<file path="config.mk">
export PLATFORM = sky130hd
export DESIGN_NAME = alu_share_arbiter
export DESIGN_NICKNAME = d
export VERILOG_FILES = /design/src/rtl/alu_share_arbiter.sv
export SDC_FILE = /design/constraint.sdc
export NUM_CORES = 1
export LEC_CHECK = 0
export ABC_AREA = 1
export CAP_MARGIN = 15
export CORE_AREA = 2 2 174 176
export CTS_BUF_LIST = sky130_fd_sc_hd__clkbuf_16
export DETAILED_ROUTE_END_ITERATION = 7
export DIE_AREA = 0 0 176 178
export GPL_TIMING_DRIVEN = 0
export PLACE_DENSITY = 0.59
export SLEW_MARGIN = 20
export SYNTH_ARGS = -nofsm -noshare
export SYNTH_HDL_FRONTEND = slang
export SYNTH_SLANG_ARGS = --single-unit
</file>
<file path="constraint.sdc">
create_clock -name clk -period 5.5 [get_ports clk]
set_input_delay 1.1 -clock clk [delete_from_list [all_inputs] [get_ports clk]]
set_output_delay 1.1 -clock clk [all_outputs]
set_load 0.05 [all_outputs]
</file>
<file path="src/rtl/alu_share_arbiter.sv">
// alu_share_arbiter
// Round-robin front end that time-shares one external combinational ALU
// among NUM_REQ requesters. A request is latched onto the registered ALU
// inputs and given one full cycle to settle. The result and carry are then
// captured and returned to the owner, which holds the response until the
// owner takes it.
module alu_share_arbiter #(
   parameter int                 NUM_REQ    = 4,
   parameter int                 WIDTH      = 32,
   parameter int                 OP_W       = 4,
   parameter int                 SH_W       = 5,
   parameter logic [2**OP_W-1:0] LEGAL_MASK = 16'h03B2,
   parameter int                 IDW        = $clog2(NUM_REQ)
) (
   input  logic                    clk,
   input  logic                    rst,
   // request channel
   input  logic [NUM_REQ-1:0]      req_valid,
   output logic [NUM_REQ-1:0]      req_ready,
   input  logic [NUM_REQ*OP_W-1:0] req_opcode,
   input  logic [NUM_REQ*WIDTH-1:0] req_a,
   input  logic [NUM_REQ*WIDTH-1:0] req_b,
   input  logic [NUM_REQ*SH_W-1:0] req_shift,
   // response channel
   output logic [NUM_REQ-1:0]      rsp_valid,
   input  logic [NUM_REQ-1:0]      rsp_ready,
   output logic [WIDTH-1:0]        rsp_result,
   output logic                    rsp_carry,
   output logic                    rsp_err,
   // shared ALU
   output logic [OP_W-1:0]         alu_opcode,
   output logic [WIDTH-1:0]        alu_input1,
   output logic [WIDTH-1:0]        alu_input2,
   output logic [SH_W-1:0]         alu_shift,
   input  logic [WIDTH-1:0]        alu_result,
   input  logic                    alu_carry,
   // status
   output logic                    busy,
   output logic [IDW-1:0]          grant_id
);

   typedef enum logic [1:0] {
      IDLE  = 2'd0,
      ISSUE = 2'd1,
      RESP  = 2'd2
   } state_t;

   state_t               state_q, state_d;
   logic [IDW-1:0]       ptr_q, ptr_d;
   logic [IDW-1:0]       grant_q, grant_d;
   logic                 legal_q, legal_d;
   logic [NUM_REQ-1:0]   rsp_valid_q, rsp_valid_d;
   logic [WIDTH-1:0]     result_q, result_d;
   logic                 carry_q, carry_d;
   logic                 err_q, err_d;
   logic [OP_W-1:0]      alu_op_q, alu_op_d;
   logic [WIDTH-1:0]     alu_a_q, alu_a_d;
   logic [WIDTH-1:0]     alu_b_q, alu_b_d;
   logic [SH_W-1:0]      alu_sh_q, alu_sh_d;

   // unpacked per-requester views of the packed request buses
   logic [OP_W-1:0]      opc_arr [NUM_REQ];
   logic [WIDTH-1:0]     a_arr   [NUM_REQ];
   logic [WIDTH-1:0]     b_arr   [NUM_REQ];
   logic [SH_W-1:0]      sh_arr  [NUM_REQ];

   logic [IDW-1:0]       winner;
   logic                 win_found;
   logic [NUM_REQ-1:0]   winner_onehot;
   logic [NUM_REQ-1:0]   grant_onehot;
   logic [IDW-1:0]       grant_inc;

   genvar gi;
   generate
      for (gi = 0; gi < NUM_REQ; gi++) begin : g_unpack
         assign opc_arr[gi] = req_opcode[gi*OP_W  +: OP_W];
         assign a_arr[gi]   = req_a     [gi*WIDTH +: WIDTH];
         assign b_arr[gi]   = req_b     [gi*WIDTH +: WIDTH];
         assign sh_arr[gi]  = req_shift [gi*SH_W  +: SH_W];
      end
   endgenerate

   // rotating priority search: first valid requester at ptr, ptr+1, ... (mod NUM_REQ)
   always_comb begin
      logic [IDW:0] idx;
      winner    = '0;
      win_found = 1'b0;
      idx       = '0;
      for (int k = 0; k < NUM_REQ; k++) begin
         idx = {1'b0, ptr_q} + (IDW+1)'(k);
         if (idx >= (IDW+1)'(NUM_REQ)) begin
            idx = idx - (IDW+1)'(NUM_REQ);
         end
         if (!win_found && req_valid[idx[IDW-1:0]]) begin
            win_found = 1'b1;
            winner    = idx[IDW-1:0];
         end
      end
   end

   // owner index plus one, wrapping for non-power-of-two requester counts
   always_comb begin
      logic [IDW:0] nxt;
      nxt = {1'b0, grant_q} + (IDW+1)'(1);
      if (nxt >= (IDW+1)'(NUM_REQ)) begin
         nxt = '0;
      end
      grant_inc = nxt[IDW-1:0];
   end

   assign winner_onehot = NUM_REQ'(1) << winner;
   assign grant_onehot  = NUM_REQ'(1) << grant_q;

   // ready only to the current winner, only while idle and out of reset
   assign req_ready = (state_q == IDLE && !rst && win_found) ? winner_onehot : '0;

   // next-state and datapath updates
   always_comb begin
      state_d     = state_q;
      ptr_d       = ptr_q;
      grant_d     = grant_q;
      legal_d     = legal_q;
      rsp_valid_d = rsp_valid_q;
      result_d    = result_q;
      carry_d     = carry_q;
      err_d       = err_q;
      alu_op_d    = alu_op_q;
      alu_a_d     = alu_a_q;
      alu_b_d     = alu_b_q;
      alu_sh_d    = alu_sh_q;
      case (state_q)
         IDLE: begin
            // ALU inputs only change on an accept, so they stay quiet while idle
            if (win_found) begin
               alu_op_d = opc_arr[winner];
               alu_a_d  = a_arr[winner];
               alu_b_d  = b_arr[winner];
               alu_sh_d = sh_arr[winner];
               grant_d  = winner;
               legal_d  = LEGAL_MASK[opc_arr[winner]];
               state_d  = ISSUE;
            end
         end
         ISSUE: begin
            // undefined opcodes still take this cycle so latency is fixed
            result_d    = legal_q ? alu_result : '0;
            carry_d     = legal_q ? alu_carry  : 1'b0;
            err_d       = !legal_q;
            rsp_valid_d = grant_onehot;
            state_d     = RESP;
         end
         RESP: begin
            if (rsp_ready[grant_q]) begin
               rsp_valid_d = '0;
               ptr_d       = grant_inc;
               state_d     = IDLE;
            end
         end
         default: begin
            state_d = IDLE;
         end
      endcase
   end

   // state and output registers; reset drops any operation in flight
   always_ff @(posedge clk or posedge rst) begin
      if (rst) begin
         state_q     <= IDLE;
         ptr_q       <= '0;
         grant_q     <= '0;
         legal_q     <= 1'b0;
         rsp_valid_q <= '0;
         result_q    <= '0;
         carry_q     <= 1'b0;
         err_q       <= 1'b0;
         alu_op_q    <= '0;
         alu_a_q     <= '0;
         alu_b_q     <= '0;
         alu_sh_q    <= '0;
      end else begin
         state_q     <= state_d;
         ptr_q       <= ptr_d;
         grant_q     <= grant_d;
         legal_q     <= legal_d;
         rsp_valid_q <= rsp_valid_d;
         result_q    <= result_d;
         carry_q     <= carry_d;
         err_q       <= err_d;
         alu_op_q    <= alu_op_d;
         alu_a_q     <= alu_a_d;
         alu_b_q     <= alu_b_d;
         alu_sh_q    <= alu_sh_d;
      end
   end

   assign rsp_valid  = rsp_valid_q;
   assign rsp_result = result_q;
   assign rsp_carry  = carry_q;
   assign rsp_err    = err_q;
   assign alu_opcode = alu_op_q;
   assign alu_input1 = alu_a_q;
   assign alu_input2 = alu_b_q;
   assign alu_shift  = alu_sh_q;
   assign busy       = (state_q != IDLE);
   assign grant_id   = grant_q;

endmodule

</file>
Word-level counts from Yosys, hierarchy flattened
Memories as Yosys holds them, arrays and structs flattened. A register that Yosys moved wholly into a read port is not among the register bits.
Index checks and enable logic that the tools add are counted.
Widths: inputs -> output; s select.
Storage, ports and cells
  bits in registers: 117
  memory bits (read-only): 16
  input bits: 335
  output and inout port bits: 118
  logic and storage cells: 98
  memories: 1
Operators by class
  $add $sub $neg: 8
  order comparisons: 11
  eq/ne operators: 4
  shifts and indexed selects: 2
  multiplexer cells: 43
  bitwise gates (word level): 1
  reductions and logical operators: 17
Memories
  (name not given): depth 16, width 1, read ports 1, clocked after Yosys merged registers in 1, write ports 0, line 140  | legal_d = LEGAL_MASK[opc_arr[winner]];
Operator list (count)
  $mux 32: 5
  $bmux 32 s2: 2
  $mux 2: 11
  $mux 4: 4
  $ge 3x3->1 const B: 5
  $lt 2x3->1 const B: 5
  $bmux 1 s2: 5
  $bmux 5 s2: 1
  $mux 1: 10
  $mux 5: 2
  $bmux 4 s2: 1
  $pmux 4 s2: 1
  $reduce_and 2->1: 4
  $shl 1x2->4 const A: 2
  $sub 2x1->2 const B: 4
  $add 2x1->3 const B: 2
  $add 2x2->3 const B: 2
  $pmux 2 s3: 1
  $logic_and 1x1->1: 5
  $logic_not 1->1: 5
  $ne 2x2->1 const B: 2
  $reduce_bool 2->1: 2
  $ge 2x3->1 const B: 1
  $not 2->3: 1
  other kinds (3): 3

Depth between registers and ports, before layout
Gate-level depths: netlist (run 1).
  word-level depth: 18
  gate-level depth with buffers: 19
  mapped depth without buffers: 18

Worst setup path after synthesis (run 1)
Ideal clock, no wire load.
  path type: input to output
  from: input rst
  to: output req_ready[1]
  data arrival time: 5.168 ns
  data required time: 4.400 ns
  setup slack: -0.768 ns
  cell stages on the path: 3
  path buffers: 0
  cells stage by stage: inv_1 -> nand2_1 -> nor3_1
Between the ends
  cells in the longest elaborated chain, start to end: 4
Ends and longest elaborated chain
  from (decl): line 16  | input logic rst,
  $logic_not 1->1 (no source line)
  $logic_and 1x1->1 (2 in series): line 115  | assign req_ready = (state_q == IDLE && !rst && win_found) ? winner_onehot : '0;
  $mux 4: line 115
  to (decl): line 19  | output logic [NUM_REQ-1:0] req_ready,
Every way passes these cells.

Worst setup path after layout (run 1)
  from: input req_valid[3]
  to: output req_ready[3]
Between the ends
  cells in the longest elaborated chain, start to end: 14
Ends and longest elaborated chain
  from (decl): line 18  | input logic [NUM_REQ-1:0] req_valid,
  $bmux 1 s2: line 94  | if (!win_found && req_valid[idx[IDW-1:0]]) begin
  $mux 1 (implied by the code): line 94
  $mux 1: line 94
  $logic_not 1->1: line 94
  $logic_and 1x1->1: line 94
  $mux 1: line 94
  $logic_not 1->1: line 94
  $logic_and 1x1->1: line 94
  $mux 1: line 94
  $logic_not 1->1: line 94
  $logic_and 1x1->1: line 94
  $mux 2 or $mux 1 (tied branches): line 94
  $shl 1x2->4 or $logic_and 1x1->1 (tied branches): line 111, 115
  $mux 4 (*): line 115
Every way passes the cells marked *; elsewhere a longest branch is shown, timed or not. The select of a mux whose other input is x is not followed.

==> results of run 1 <==
[layout make-up]
type / count / area share, %
diodes: 2 / 0.0409
flip-flops and latches: 118 / 24.1
plain buffers: 54 / 2.54
repair buffers: 456 / 37.6
clock inverters: 15 / 1.57
clock buffers: 17 / 3.48
multi-input cells: 614 / 25.8
inverters: 26 / 0.849
well taps: 390 / 3.99
[per-layer routing]
| layer | part of all wire [%] | vias up |
|---|---|---|
| met4 | 2.6 | 0 |
| met3 | 8.0 | 38 |
| met5 | 0 | - |
| met2 | 49 | 375 |
| met1 | 40 | 3694 |
| li1 | - | 3721 |
[worst max-delay path: cells and delay by family]
| kind | cells | cell delay (ns) |
|---|---|---|
| buffers and inverters | 6 | 1.98 |
| and+or+nand+nor | 7 | 1.00 |
[cells in the final DEF, fill, tap and decap left out, types with 19 or more instances in the layout]
master,n
a22oi_1,19
clkdlybuf4s50_1,452
a21oi_1,53
nor2_1,63
dfrtp_1,118
buf_2,26
a22o_1,33
nand2_1,325
inv_1,19
nand4_1,21
a41oi_1,26
[power by group through the flow]
stage / clock network (uW) / registers [uW] / logic (uW)
floorplan: 0 / 2910 / 3150
global placement: 0 / 1580 / 7030
detailed placement: 0 / 1590 / 7060
CTS: 1230 / 1580 / 7070
global route: 1280 / 1640 / 7570
finish: 1200 / 1580 / 6970
[through the flow]
stage               hold WS [ns]  setup TNS [ns]  instance area (um^2)  util (%)  cells
CTS                        0.483               0                 12200      41.6   1690
detailed placement         0.467               0                 11600      39.5   1658
finish                     0.484               0                 12200      41.6   1692
global route               0.489               0                 12200      41.6   1691
floorplan                  0.449               0                  6520         -    812
global placement           0.463           -5.12                 11500      39.2   1654
[registers in the layout, summed over array words and instances (netlist names), 2 cells and up]
name / flops
grant_id: 2
rsp_result: 32
alu_opcode: 4
state_q: 2
alu_input2: 32
ptr_q: 2
rsp_valid: 4
alu_shift: 5
alu_input1: 32
[kinds of logic (layout without fill, tap and decap cells)]
kind of cell | Yosys count | count (layout) | share of synthesized area (%)
compound gates | 171 | 171 | 19.5
fa+ha+maj | 5 | 5 | 0.960
buf+inv | 80 | 568 | 6.30
flops | 118 | 118 | 45.3
other cells | 0 | 2 | 0
simple gates | 438 | 438 | 28.0
[path summary, 6_finish.rpt]
check	startpoint	to	cells past startpoint	slack (ns)
worst max-delay path	req_valid[3]	req_ready[3]	13	0.30
worst min-delay path	alu_input2[30]$_DFFE_PP0P_	alu_input2[30]$_DFFE_PP0P_	2	0.48
worst max register to register	ptr_q[0]$_DFFE_PP0P_	alu_opcode[3]$_DFFE_PP0P_	12	2.88
worst min register to register	alu_input2[30]$_DFFE_PP0P_	alu_input2[30]$_DFFE_PP0P_	2	0.48
max in group asynchronous	rst	state_q[0]$_DFFE_PP0P_	4	3.69
min in group asynchronous	rst	alu_input2[29]$_DFFE_PP0P_	2	1.06
==> flow_metrics.py, run 1 <==
metrics = {
    "flow_run": {
        "maxCapViolations": 0,
    },
    "worst_setup_path": {
        "critPathCaptureType": "output pin",
        "setup.worst_path.class": "input pin to output pin",
        "worst_setup_path_start_kind": "input pin",
        "critical_path.most_common_cell": "nand2_1",
        "slowest_stage": "clkdlybuf4s50_1",
        "cp_max_fo": 10,
        "critPathMaxStageDelay_ns": 0.86,
        "worstPathArrival_ns": 4.10,
        "critPathRequiredTime_ns": 4.40,
        "crit_chain": "clkdlybuf4s50_1, inv_1, nand2_2, nand3_1, nand2_1, inv_1, nand3_4, nand2_1, inv_2, buf_2, nand2_1, nor3_1, clkdlybuf4s50_1",
    },
    "detailed_routing": {
        "totalWireLength_um": 33800,
        "drc": 0,
        "drt_iter0_drc": 366,
        "vias_per_cell": 4.63,
        "routedWlPerCell_um": 20.0,
        "drt_first_pass_iters": 5,
        "dr_total_vias": 7828,
        "ant_nets": 0,
    },
    "floorplanning": {
        "start_util_pct": 22.2,
        "core_area_um2": 29400,
        "fp.dieH_um": 178,
        "dieArea_um2": 31300,
        "io_pins": 453,
        "die_w_um": 176,
        "rows": 63,
    },
    "synth": {
        "synth_area_leaders": "dfrtp_1 45%, nand2_1 19%, a22o_1 4.4%, a21oi_1 4.1%, nor2_1 3.6%",
        "synth-seq-cells": 118,
        "yosysWarnings": 0,
        "async_flop_share_pct": 100,
        "yosysMostFrequentCell": "nand2_1",
        "synth_fp_nets": 1152,
        "synth_edf_count": 0,
        "syn_inst": 812,
        "postSynthAreaPerCell_um2": 8.02,
        "yosys.area.top_type_share_pct": 45.3,
        "syn-cell-area_um2": 6520,
        "seq_area_frac_synth_pct": 45.3,
        "synth_top_area_cell": "dfrtp_1",
        "synth.distinct_cells": 33,
        "synth_flop_cell": "dfrtp_1",
        "synth_common_cells": "325 x nand2_1, 118 x dfrtp_1, 63 x nor2_1",
    },
    "clock_network": {
        "cts_root_buffer": "clkbuf_16",
        "ctsResizeCount": 0,
        "ctsLongestPathBuffers": 2,
        "cts_setup_buffers": 0,
        "cts_made_buffers": 17,
        "tritoncts": "built",
        "cts_max_level": 4,
        "clk_latency_ns": 0.42,
        "postCtsHoldBufs": 0,
        "numClockSinks": 118,
        "clk_pin_slew_ns": 0.07,
    },
    "placement": {
        "place_congestion": 0.812,
        "io_buffer_count": 452,
        "dp_hpwl_um": 26600,
        "detailedPlace.worstSlack_ns": 0.214,
    },
    "power_and_ir_drop": {
        "switchingPower_uw": 5450,
        "p_per_area_nw_per_um2": 798,
        "total_power_uw": 9760,
        "seqPwrFrac_pct": 16.2,
        "p_comb_share_pct": 71.4,
        "p_clk_share_pct": 12.3,
        "p_int_uw": 4310,
        "power_switching_share_pct": 55.8,
        "max-vdd-ir-drop_mv": 0.388,
        "p_leak_uw": 0.00513,
    },
    "final_layout": {
        "final_layout_size_suffix_gt1_share_pct": 7.92,
        "multiInputGateArea_um2": 3150,
        "fillCellCount": 2933,
        "register_area_um2": 2950,
        "nets": 1627,
        "syn_to_final_growth_pct": 87.8,
    },
    "worst_hold_path": {
        "min_path_type": "flop to flop",
    },
    "grt": {
        "busiest_layer": "met2",
        "grt_pass1_vias": 7977,
        "grt.met3_usage_pct": 6.22,
        "grt_first_pass_wirelength_um": 48600,
        "grt_util_met1_pct": 24.9,
        "globalRouteTotalUtil_pct": 20.9,
        "grt_max_degree": 30,
        "overflow": 0,
        "antenna_found_initial": 1,
        "use_met2_pct": 36.1,
    },
    "sta": {
        "fin_ws_ns": 0.304,
        "maxSlewViolCount": 0,
        "max-slew-margin-rel_pct": 40.5,
        "rsz0062_at_grt": "no",
        "hold_violations": 0,
        "worst_slew_pin_slew_ns": 0.892,
        "post-route-period-util_pct": 94.5,
        "timing.fmax_mhz": 192,
        "setup_viol": 0,
        "skew_ns": 0.0137,
        "period_needed_ns": 5.20,
    },
    "status": {
        "status": "completed",
    },
}
(Power assumes the default switching activity.)
==> run 2, diff against run 1 <==
--- a/config.mk
+++ b/config.mk
@@ -7,10 +7,10 @@
 export LEC_CHECK = 0
 export ABC_AREA = 1
 export CAP_MARGIN = 15
-export CORE_AREA = 2 2 174 176
+export CORE_AREA = 4 4 176 178
 export CTS_BUF_LIST = sky130_fd_sc_hd__clkbuf_16
 export DETAILED_ROUTE_END_ITERATION = 7
-export DIE_AREA = 0 0 176 178
+export DIE_AREA = 0 0 180 182
 export GPL_TIMING_DRIVEN = 0
 export PLACE_DENSITY = 0.59
 export SLEW_MARGIN = 20
==> run 2 against run 1 <==
Effect of this change:
- combinational power rose by 2%
- worst setup slack better by 0.29 ns
- flip-flop and latch count stayed put
- critical endpoint is now req_ready[1]
- largest cell class unchanged
==> flow_metrics.py, run 2 (synthesis gave the netlist of run 1 again) <==
metrics = {
    "status": {
        "status": "completed",
    },
    "final_layout": {
        "final_cell_mix": "448 x clkdlybuf4s50_1, 325 x nand2_1, 118 x dfrtp_1, 63 x nor2_1, 53 x a21oi_1",
        "final_layout_size_suffix_gt1_share_pct": 7.92,
        "stdcell_count": 1690,
        "syn_to_final_growth_pct": 87.4,
        "final_common_cell": "clkdlybuf4s50_1",
        "nets": 1627,
        "antenna_cells": 0,
        "final_area_um2": 12200,
    },
    "clock_network": {
        "cts_root_buffer": "clkbuf_16",
        "cts_max_level": 4,
        "ctsLongestPathBuffers": 2,
        "tritoncts": "built",
        "clk_pin_slew_ns": 0.06,
        "ctsResizeCount": 0,
        "postCtsHoldBufs": 0,
        "numClockSinks": 118,
        "cts_made_buffers": 17,
        "clk_latency_ns": 0.43,
        "cts_setup_buffers": 0,
    },
    "worst_setup_path": {
        "worstPathArrival_ns": 3.81,
        "rrSetupSlack_ns": 2.71,
        "cp_max_fo": 10,
        "worst_setup_path_start_kind": "input pin",
        "r2r_cells": 12,
        "slowest_stage": "clkdlybuf4s50_1",
        "critPathRequiredTime_ns": 4.40,
        "r2r_start": "ptr_q[0]$_DFFE_PP0P_",
        "crit_chain": "clkdlybuf4s50_1, inv_1, nand2_1, nand3_1, nand2_1, inv_1, nand3_4, nand2_1, inv_2, buf_2, nand2_1, nor3_1, dlymetal6s2s_1",
        "critical_path.most_common_cell": "nand2_1",
        "critPathMaxStageDelay_ns": 0.49,
        "critPathLaunch": "req_valid[0]",
        "setup.worst_path.class": "input pin to output pin",
        "critPathCaptureType": "output pin",
    },
    "grt": {
        "antenna_found_initial": 0,
        "overflow": 0,
        "grt_first_pass_wirelength_um": 51100,
        "grt_pass1_vias": 8083,
        "grt_max_degree": 29,
        "globalRouteTotalUtil_pct": 20.7,
    },
    "sta": {
        "period_needed_ns": 4.91,
        "worst_slew_pin_slew_ns": 0.722,
        "maxSlewViolCount": 0,
        "max-slew-margin-rel_pct": 51.9,
        "post-route-period-util_pct": 89.3,
        "rsz0062_at_grt": "no",
        "setup_viol": 0,
        "hold_ws_ns": 0.481,
        "timing.fmax_mhz": 204,
        "skew_ns": 0.0145,
        "hold_violations": 0,
    },
    "power_and_ir_drop": {
        "p_clk_share_pct": 11.6,
        "power_switching_share_pct": 56.9,
        "max-vdd-ir-drop_mv": 0.374,
        "p_comb_share_pct": 72.3,
        "switchingPower_uw": 5580,
        "p_per_area_nw_per_um2": 804,
        "p_int_uw": 4230,
        "seqPwrFrac_pct": 16.2,
        "p_leak_uw": 0.00518,
    },
    "worst_hold_path": {
        "min_path_type": "flop to flop",
        "hp-start": "alu_input1[1]$_DFFE_PP0P_",
        "hold_path_depth": 2,
    },
    "detailed_routing": {
        "totalWireLength_um": 35600,
        "drt_first_pass_iters": 5,
        "vias_per_cell": 4.67,
        "routedWlPerCell_um": 21.1,
        "drt_iter0_drc": 368,
        "drc": 0,
        "ant_nets": 0,
        "dr_total_vias": 7889,
    },
    "floorplanning": {
        "rows": 63,
        "dieArea_um2": 32800,
        "start_util_pct": 22.2,
        "fp.dieH_um": 182,
        "io_pins": 453,
        "core_area_um2": 29400,
        "die_w_um": 180,
    },
    "placement": {
        "dpl_cell_area_um2": 11600,
        "io_buffer_count": 452,
        "dp_hpwl_um": 28400,
        "place_congestion": 0.927,
        "placed_cells": 1658,
    },
    "flow_run": {
        "maxCapViolations": 0,
    },
}
-- run 2: cell types whose count changed in the layout (fill, tap and decap cells not counted), sizes merged --
cell           previous run  this run
clkinv                    7         3
dlymetal6s2s              0         4
clkinvlp                  2         4
bufinv                    3         1
inv                      29        33
clkdlybuf4s50           452       448
diode                     2         0
-- run 2: layer usage --
metal | track usage (%) | vias to the layer above | wire [um] | part of all wire, %
met4 | 5.82 | 0 | 753 | 2.1
met5 | 0 | - | 0 | 0
met1 | 25.1 | 3743 | 14400 | 41
met3 | 6.39 | 38 | 3010 | 8.4
li1 | - | 3719 | - | -
met2 | 35.6 | 389 | 17400 | 49
-- run 2: power groups by stage --
| stage | sequential [uW] | clock [uW] | combinational (uW) |
|---|---|---|---|
| after floorplan | 2910 | 0 | 3150 |
| after global placement | 1580 | 0 | 7150 |
| after detailed placement | 1600 | 0 | 7200 |
| after CTS | 1580 | 1170 | 7210 |
| after global routing | 1630 | 1190 | 7700 |
| final | 1590 | 1130 | 7090 |
-- run 2: cell type report --
class	count	area [um^2]
repair buffers	456	4610
flip-flops and latches	118	2950
inverters	26	104
clock buffers	17	425
well taps	390	488
fillers	2973	17200
clock inverters	15	164
multi-input cells	614	3150
plain buffers	54	310
-- run 2: path summary, 6_finish.rpt --
kind	end
worst min-delay path	alu_input1[1]$_DFFE_PP0P_
max in group asynchronous	alu_input2[13]$_DFFE_PP0P_
min in group asynchronous	alu_input1[7]$_DFFE_PP0P_
worst max-delay path	req_ready[1]
worst min register to register	alu_input1[1]$_DFFE_PP0P_
worst max register to register	alu_opcode[0]$_DFFE_PP0P_
-- run 2: through the flow --
step	setup TNS, ns	power [uW]	util, %	setup WS [ns]
after floorplan	0	6060	-	0.635
after global placement	-5.18	8740	39.2	-1.30
after detailed placement	0	8790	39.5	0.102
after CTS	0	9970	41.5	0.0965
after global routing	0	10500	41.5	0.241
final	0	9810	41.5	0.590
-- run 2: critical path, delay by kind of cell --
kind / cells / cell delay (ns)
buffers and inverters: 6 / 1.66
and+or+nand+nor: 7 / 1.05
